File: config.mk
export PLATFORM = sky130hd
export DESIGN_NAME = imem_load_ctrl_flat
export DESIGN_NICKNAME = d
export VERILOG_FILES = /design/src/rtl/imem_load_ctrl_pkg.sv /design/src/rtl/imem_load_ctrl_if.sv /design/src/rtl/imem_load_ctrl_rx_word_packer.sv /design/src/rtl/imem_load_ctrl.sv /design/src/flat_wrapper.sv
export SDC_FILE = /design/constraint.sdc
export NUM_CORES = 1
export LEC_CHECK = 0
export CELL_PAD_IN_SITES_DETAIL_PLACEMENT = 1
export CELL_PAD_IN_SITES_GLOBAL_PLACEMENT = 1
export CORE_ASPECT_RATIO = 1.1
export CORE_UTILIZATION = 39
export DETAILED_ROUTE_END_ITERATION = 7
export PLACE_DENSITY = 0.83
export SLEW_MARGIN = 10
export SYNTH_ARGS = -nofsm -noshare
export SYNTH_HDL_FRONTEND = slang
export SYNTH_SLANG_ARGS = --single-unit
File: constraint.sdc
create_clock -name clock -period 5.43 [get_ports clock]
set_input_delay 1.3575 -clock clock [delete_from_list [all_inputs] [get_ports clock]]
set_output_delay 1.3575 -clock clock [all_outputs]
set_load 0.1 [all_outputs]
File: src/rtl/imem_load_ctrl_pkg.sv
// Shared types and constants for the instruction-memory load controller.
package imem_load_pkg;

  typedef enum logic [1:0] {
    RUN    = 2'd0,
    LOAD   = 2'd1,
    COMMIT = 2'd2,
    DONE   = 2'd3
  } state_e;

  localparam int BYTES_PER_WORD  = 4;
  localparam int TIMEOUT_CYC_DEF = 100000;

endpackage

File: src/rtl/imem_load_ctrl_if.sv
// Single-port instruction RAM write/read port driven by the load controller.
interface imem_load_ctrl_if #(
  parameter int ADDR_W = 14
);
  logic [ADDR_W-1:0] imem_addr;
  logic [31:0]       imem_wdata;
  logic              imem_we;

  modport master (output imem_addr, output imem_wdata, output imem_we);
  modport slave  (input  imem_addr, input  imem_wdata, input  imem_we);
endinterface

File: src/rtl/imem_load_ctrl_rx_word_packer.sv
// Packs UART bytes MSB-first into 32-bit words; pulses word_valid on the last byte.
module rx_word_packer
  import imem_load_pkg::*;
(
  input  logic        clock,
  input  logic        reset,
  input  logic        clr,
  input  logic        en,
  input  logic        byte_vld,
  input  logic [7:0]  byte_in,
  output logic [31:0] word,
  output logic        word_valid,
  output logic [1:0]  idx
);

  logic [31:0] word_q;
  logic [1:0]  idx_q;

  always_ff @(posedge clock) begin
    if (reset || clr) begin
      idx_q <= '0;
    end else if (en && byte_vld) begin
      idx_q <= idx_q + 2'd1;
    end
  end

  // data path carries no reset; contents are only observed after a full word
  always_ff @(posedge clock) begin
    if (en && byte_vld) begin
      word_q <= {word_q[23:0], byte_in};
    end
  end

  assign word       = word_q;
  assign idx        = idx_q;
  assign word_valid = en && byte_vld && (idx_q == 2'(BYTES_PER_WORD - 1));

endmodule

File: src/rtl/imem_load_ctrl.sv
// Shares the instruction RAM port between CPU fetch and a UART program loader,
// holding the CPU in reset while a load is in progress.
module imem_load_ctrl
  import imem_load_pkg::*;
#(
  parameter int ADDR_W      = 14,
  parameter int TIMEOUT_CYC = TIMEOUT_CYC_DEF,
  parameter int CNT_W       = 17
) (
  input  logic              clock,
  input  logic              reset,
  input  logic [31:0]       fetch_pc,
  input  logic              load_start,
  input  logic              rx_valid,
  input  logic [7:0]        rx_byte,
  imem_load_ctrl_if.master  imem,
  output logic              cpu_hold,
  output logic              load_done,
  output logic              load_err,
  output logic [ADDR_W:0]   words_loaded,
  output logic              fetch_oob
);

  localparam logic [CNT_W-1:0] TO_LAST = CNT_W'(TIMEOUT_CYC - 1);

  state_e              state_q, state_d;
  logic [ADDR_W-1:0]   wa_q, wa_d;
  logic [ADDR_W:0]     wl_q, wl_d;
  logic [CNT_W-1:0]    to_q, to_d;
  logic                started_q, started_d;
  logic                err_q, err_d;

  logic                pk_clr, pk_en, pk_word_valid;
  logic [31:0]         pk_word;
  logic [1:0]          pk_idx;
  logic                unused_pc_bits;

  assign pk_en  = (state_q == LOAD) || (state_q == COMMIT);
  assign pk_clr = (state_q == RUN) && load_start;

  rx_word_packer u_packer (
    .clock      (clock),
    .reset      (reset),
    .clr        (pk_clr),
    .en         (pk_en),
    .byte_vld   (rx_valid),
    .byte_in    (rx_byte),
    .word       (pk_word),
    .word_valid (pk_word_valid),
    .idx        (pk_idx)
  );

  always_comb begin
    state_d   = state_q;
    wa_d      = wa_q;
    wl_d      = wl_q;
    to_d      = to_q;
    started_d = started_q;
    err_d     = err_q;
    unique case (state_q)
      RUN: begin
        if (load_start) begin
          state_d   = LOAD;
          wa_d      = '0;
          wl_d      = '0;
          to_d      = '0;
          started_d = 1'b0;
          err_d     = 1'b0;
        end
      end
      LOAD: begin
        // a byte always beats an expiring timeout
        if (rx_valid) begin
          to_d      = '0;
          started_d = 1'b1;
          if (pk_word_valid) state_d = COMMIT;
        end else if (started_q) begin
          if (to_q >= TO_LAST) begin
            state_d = DONE;
            if (pk_idx != 2'd0) err_d = 1'b1;
          end else begin
            to_d = to_q + 1'b1;
          end
        end
      end
      COMMIT: begin
        wa_d = wa_q + 1'b1;
        wl_d = wl_q + 1'b1;
        to_d = rx_valid ? '0 : to_q + 1'b1;
        if (wa_q == '1) begin
          err_d   = 1'b1;
          state_d = DONE;
        end else begin
          state_d = LOAD;
        end
      end
      DONE: begin
        state_d = RUN;
      end
    endcase
  end

  always_ff @(posedge clock) begin
    if (reset) begin
      state_q   <= RUN;
      wa_q      <= '0;
      wl_q      <= '0;
      to_q      <= '0;
      started_q <= 1'b0;
      err_q     <= 1'b0;
    end else begin
      state_q   <= state_d;
      wa_q      <= wa_d;
      wl_q      <= wl_d;
      to_q      <= to_d;
      started_q <= started_d;
      err_q     <= err_d;
    end
  end

  assign imem.imem_addr  = (state_q == RUN) ? fetch_pc[ADDR_W+1:2] : wa_q;
  assign imem.imem_we    = (state_q == COMMIT);
  assign imem.imem_wdata = (state_q == COMMIT) ? pk_word : 32'd0;

  assign cpu_hold       = (state_q != RUN);
  assign load_done      = (state_q == DONE);
  assign load_err       = err_q;
  assign words_loaded   = wl_q;
  assign fetch_oob      = (state_q == RUN) && (fetch_pc[31:ADDR_W+2] != '0);
  assign unused_pc_bits = ^fetch_pc[1:0];

endmodule

File: src/flat_wrapper.sv
// flat-port wrapper written by rule: the top's interface ports become plain ports
module imem_load_ctrl_flat import imem_load_pkg::*;
#(
  parameter int ADDR_W      = 14,
  parameter int TIMEOUT_CYC = TIMEOUT_CYC_DEF,
  parameter int CNT_W       = 17
)
  (clock, reset, fetch_pc, load_start, rx_valid, rx_byte, cpu_hold, load_done, load_err, words_loaded, fetch_oob, imem_imem_addr, imem_imem_wdata, imem_imem_we);
  imem_load_ctrl_if #(.ADDR_W(ADDR_W)) imem_i ();
  input  logic clock;
  input  logic reset;
  input  logic [31:0] fetch_pc;
  input  logic load_start;
  input  logic rx_valid;
  input  logic [7:0] rx_byte;
  output logic cpu_hold;
  output logic load_done;
  output logic load_err;
  output logic [ADDR_W:0] words_loaded;
  output logic fetch_oob;
  output wire logic [$bits(imem_i.imem_addr)-1:0] imem_imem_addr;
  output wire logic [$bits(imem_i.imem_wdata)-1:0] imem_imem_wdata;
  output wire logic [$bits(imem_i.imem_we)-1:0] imem_imem_we;
  assign imem_imem_addr = imem_i.imem_addr;
  assign imem_imem_wdata = imem_i.imem_wdata;
  assign imem_imem_we = imem_i.imem_we;
  imem_load_ctrl #(.ADDR_W(ADDR_W), .TIMEOUT_CYC(TIMEOUT_CYC), .CNT_W(CNT_W)) u_core (.clock(clock), .reset(reset), .fetch_pc(fetch_pc), .load_start(load_start), .rx_valid(rx_valid), .rx_byte(rx_byte), .imem(imem_i), .cpu_hold(cpu_hold), .load_done(load_done), .load_err(load_err), .words_loaded(words_loaded), .fetch_oob(fetch_oob));
endmodule
==> metrics.txt <==
post-synth top area share=0.2525; hold_buf cts=0; Post-synth EDFFs=32; first-pass GRT wire length=18110 um; Fmax=0.2272 GHz; via-per-instance ratio=5.334; Synth Flop Type=dfxtp_1; CP Buf/Inv Count=2; max incr delay on CP=approximately 1.2 ns; PwrDens=359.4 nW/um^2; Port-buffer cells=107; period utilization=0.8106; outcome=complete, no violations; skew final=0.007187 ns; fin. max-slew vios=0; synthesis-stage register bit count=84; Critical Path, Cell by Cell=inv_1, ha_1, and2_1, clkdlybuf4s50_1; Slew @ Worst Pin=between 1 and 1.5 ns; Routed WL=about 11000 um; Fin. Hold Viols=0; RePlAce Congestion=0.8417; largest net degree at the start of global routing=38; grt ovf=0; post-detail-place hpwl=7983 um; share of post-route cells with drive strength above 1=0.09833; Yosys Warn Count=0; # diodes=0; asr flop ratio synth=0; clk_lat worst skew=0.34 ns; worst setup path class=reg2out; crit path DAT=3.04 ns; critical path's slowest cell=clkdlybuf4s50_1; Post-CTS Setup Bufs=0; most common cell after layout, fill and taps aside=clkdlybuf4s50_1; Total GRT Usage=0.2119; Leak=1.938 nW; Final setup viols=0; delay-heaviest family, CP=buffers and inverters; num ports=110; RSZ-0062 raised after global routing=false; post-route cell area=5589 um^2; CTS root buf=clkbuf_16; placed cells=666; core area=about 10000 um^2; FP Rows=39; DR WL/cell=16.33 um; syn_area_per_cell=9.521 um^2; setup_tns=0 ns; H-tree levels=3; post_cts resized=0; initial antenna violation count=0; non-filler cells, final=a little under 700; critical path fanouts, max=37; vias=3638; TritonCTS Sinks=between 80 and 90; Max Buffers Root-to-Sink=2; synthesis-to-finish area growth=35.57%; CTS tree=yes; initial core utilization=0.3985; vias in the first global route=3735; Post-Syn Area=4123 um^2; Initial DRT Pass Iterations=4; Die ar.=10990 um^2; Routed Antenna Nets=0; Slew HR=0.3166; count of different cell masters after synthesis=50; maximum VDD drop=0.2368 mV; sequential area share after synthesis=0.4856; Req. time, crit path=4.07 ns; synth top area cells=dfxtp_1 (25%), edfxtp_1 (23%), and2_1 (5.3%), a21oi_1 (3.9%), mux2_2 (3.6%); syn nets=just under 500; CP Launch Type=flop; Die X=approximately 100 um; maxcap violations=0; CP endpoint kind=output port; placed cell area=5283 um^2; Initial DRC Count=85; crit path time final=4.401 ns; HP Class=reg2reg; Synth Instances=433; Util after Layout=0.5403; clk slew on worst S/H paths=roughly 0.070 ns; Chip Height=109.8 um; TritonCTS buffer count=9; Final nets=~600; most frequent cells in the layout=clkdlybuf4s50_1 (92), dfxtp_1 (52), nor2_1 (36); Synth area leader=dfxtp_1; Residual DRC=0
[through the flow]
stage	setup slack, ns	total power, mW	hold WS (ns)
6_report	1.029	2.009	0.4399
2_1_floorplan	0.9010	1.222	0.4181
4_1_cts	0.9791	2.029	0.4388
3_3_place_gp	1.418	1.370	0.4221
5_1_grt	0.8043	2.083	0.4488
3_5_place_dp	1.350	1.384	0.4285
[power by group]
group / switching, mW / internal, mW
Clock: 0.274 / 0.365
Combinational: 0.486 / 0.162
Sequential: 0.0209 / 0.701
Total: 0.781 / 1.23
[logic make-up after synthesis]
kind of cell	after synthesis	share of synthesized area
simple gates	185	0.2419
compound gates	86	0.1302
flops	84	0.4856
buf+inv	36	0.03642
xor+xnor	18	0.03824
mux	15	0.04036
fa+ha+maj	9	0.02731
[flip-flops by register name, summed over array words and instances (netlist names)]
register              count
u_core.to_q              17
u_core.u_packer.word     32
u_core.u_packer.idx       2
u_core.wa_q              14
u_core.words_loaded      15
u_core.state_q            2
u_core.started_q          1
u_core.load_err           1
[per-layer routing]
layer	GRT usage	part of all wire	wire, um	up-vias
met3	0.04132	0.033	372	12
met4	0.06832	0.011	120	0
li1	-	-	-	1783
met5	0	0	0	-
met2	0.3966	0.53	5851	66
met1	0.2424	0.43	4795	1777
[area by class of cell]
class / instances / area, um^2
sequential: 84 / 2002
fill: 1196 / 4756
clock inverter: 7 / 81.33
multi-input combinational: 313 / 1978
inverter: 14 / 52.55
timing repair buffer: 112 / 1071
tap: 143 / 178.9
clock buffer: 9 / 225.2
[Yosys cell counts, drive strengths merged (2+ instances only)]
cell type	n
or2	2
or4	4
a32oi	2
mux2	13
ha	9
edfxtp	32
buf	6
o311ai	5
nor3	14
and2	35
nand4	9
o21ai	17
nand4b	3
o211ai	5
nand2	28
and4	5
a21oi	32
a41oi	2
xor2	5
inv	14
and3	5
mux2i	2
xnor2	13
o31ai	9
nor2	36
o41ai	2
or3	10
nand2b	4
a31oi	5
nor4	8
dfxtp	52
nor2b	2
nand3	17
clkbuf	16
[worst paths after layout]
check	start	to	slack (ns)	cells past startpoint
worst max-delay path	u_core.state_q[0]	imem_imem_wdata[2]	1.03	4
worst min-delay path	u_core.u_packer.word[17]	u_core.u_packer.word[25]	0.44	0
worst max register to register	u_core.state_q[0]	u_core.to_q[3]	2.48	8
worst min register to register	u_core.u_packer.word[17]	u_core.u_packer.word[25]	0.44	0
No activity file was read; power rests on OpenSTA's default activity.
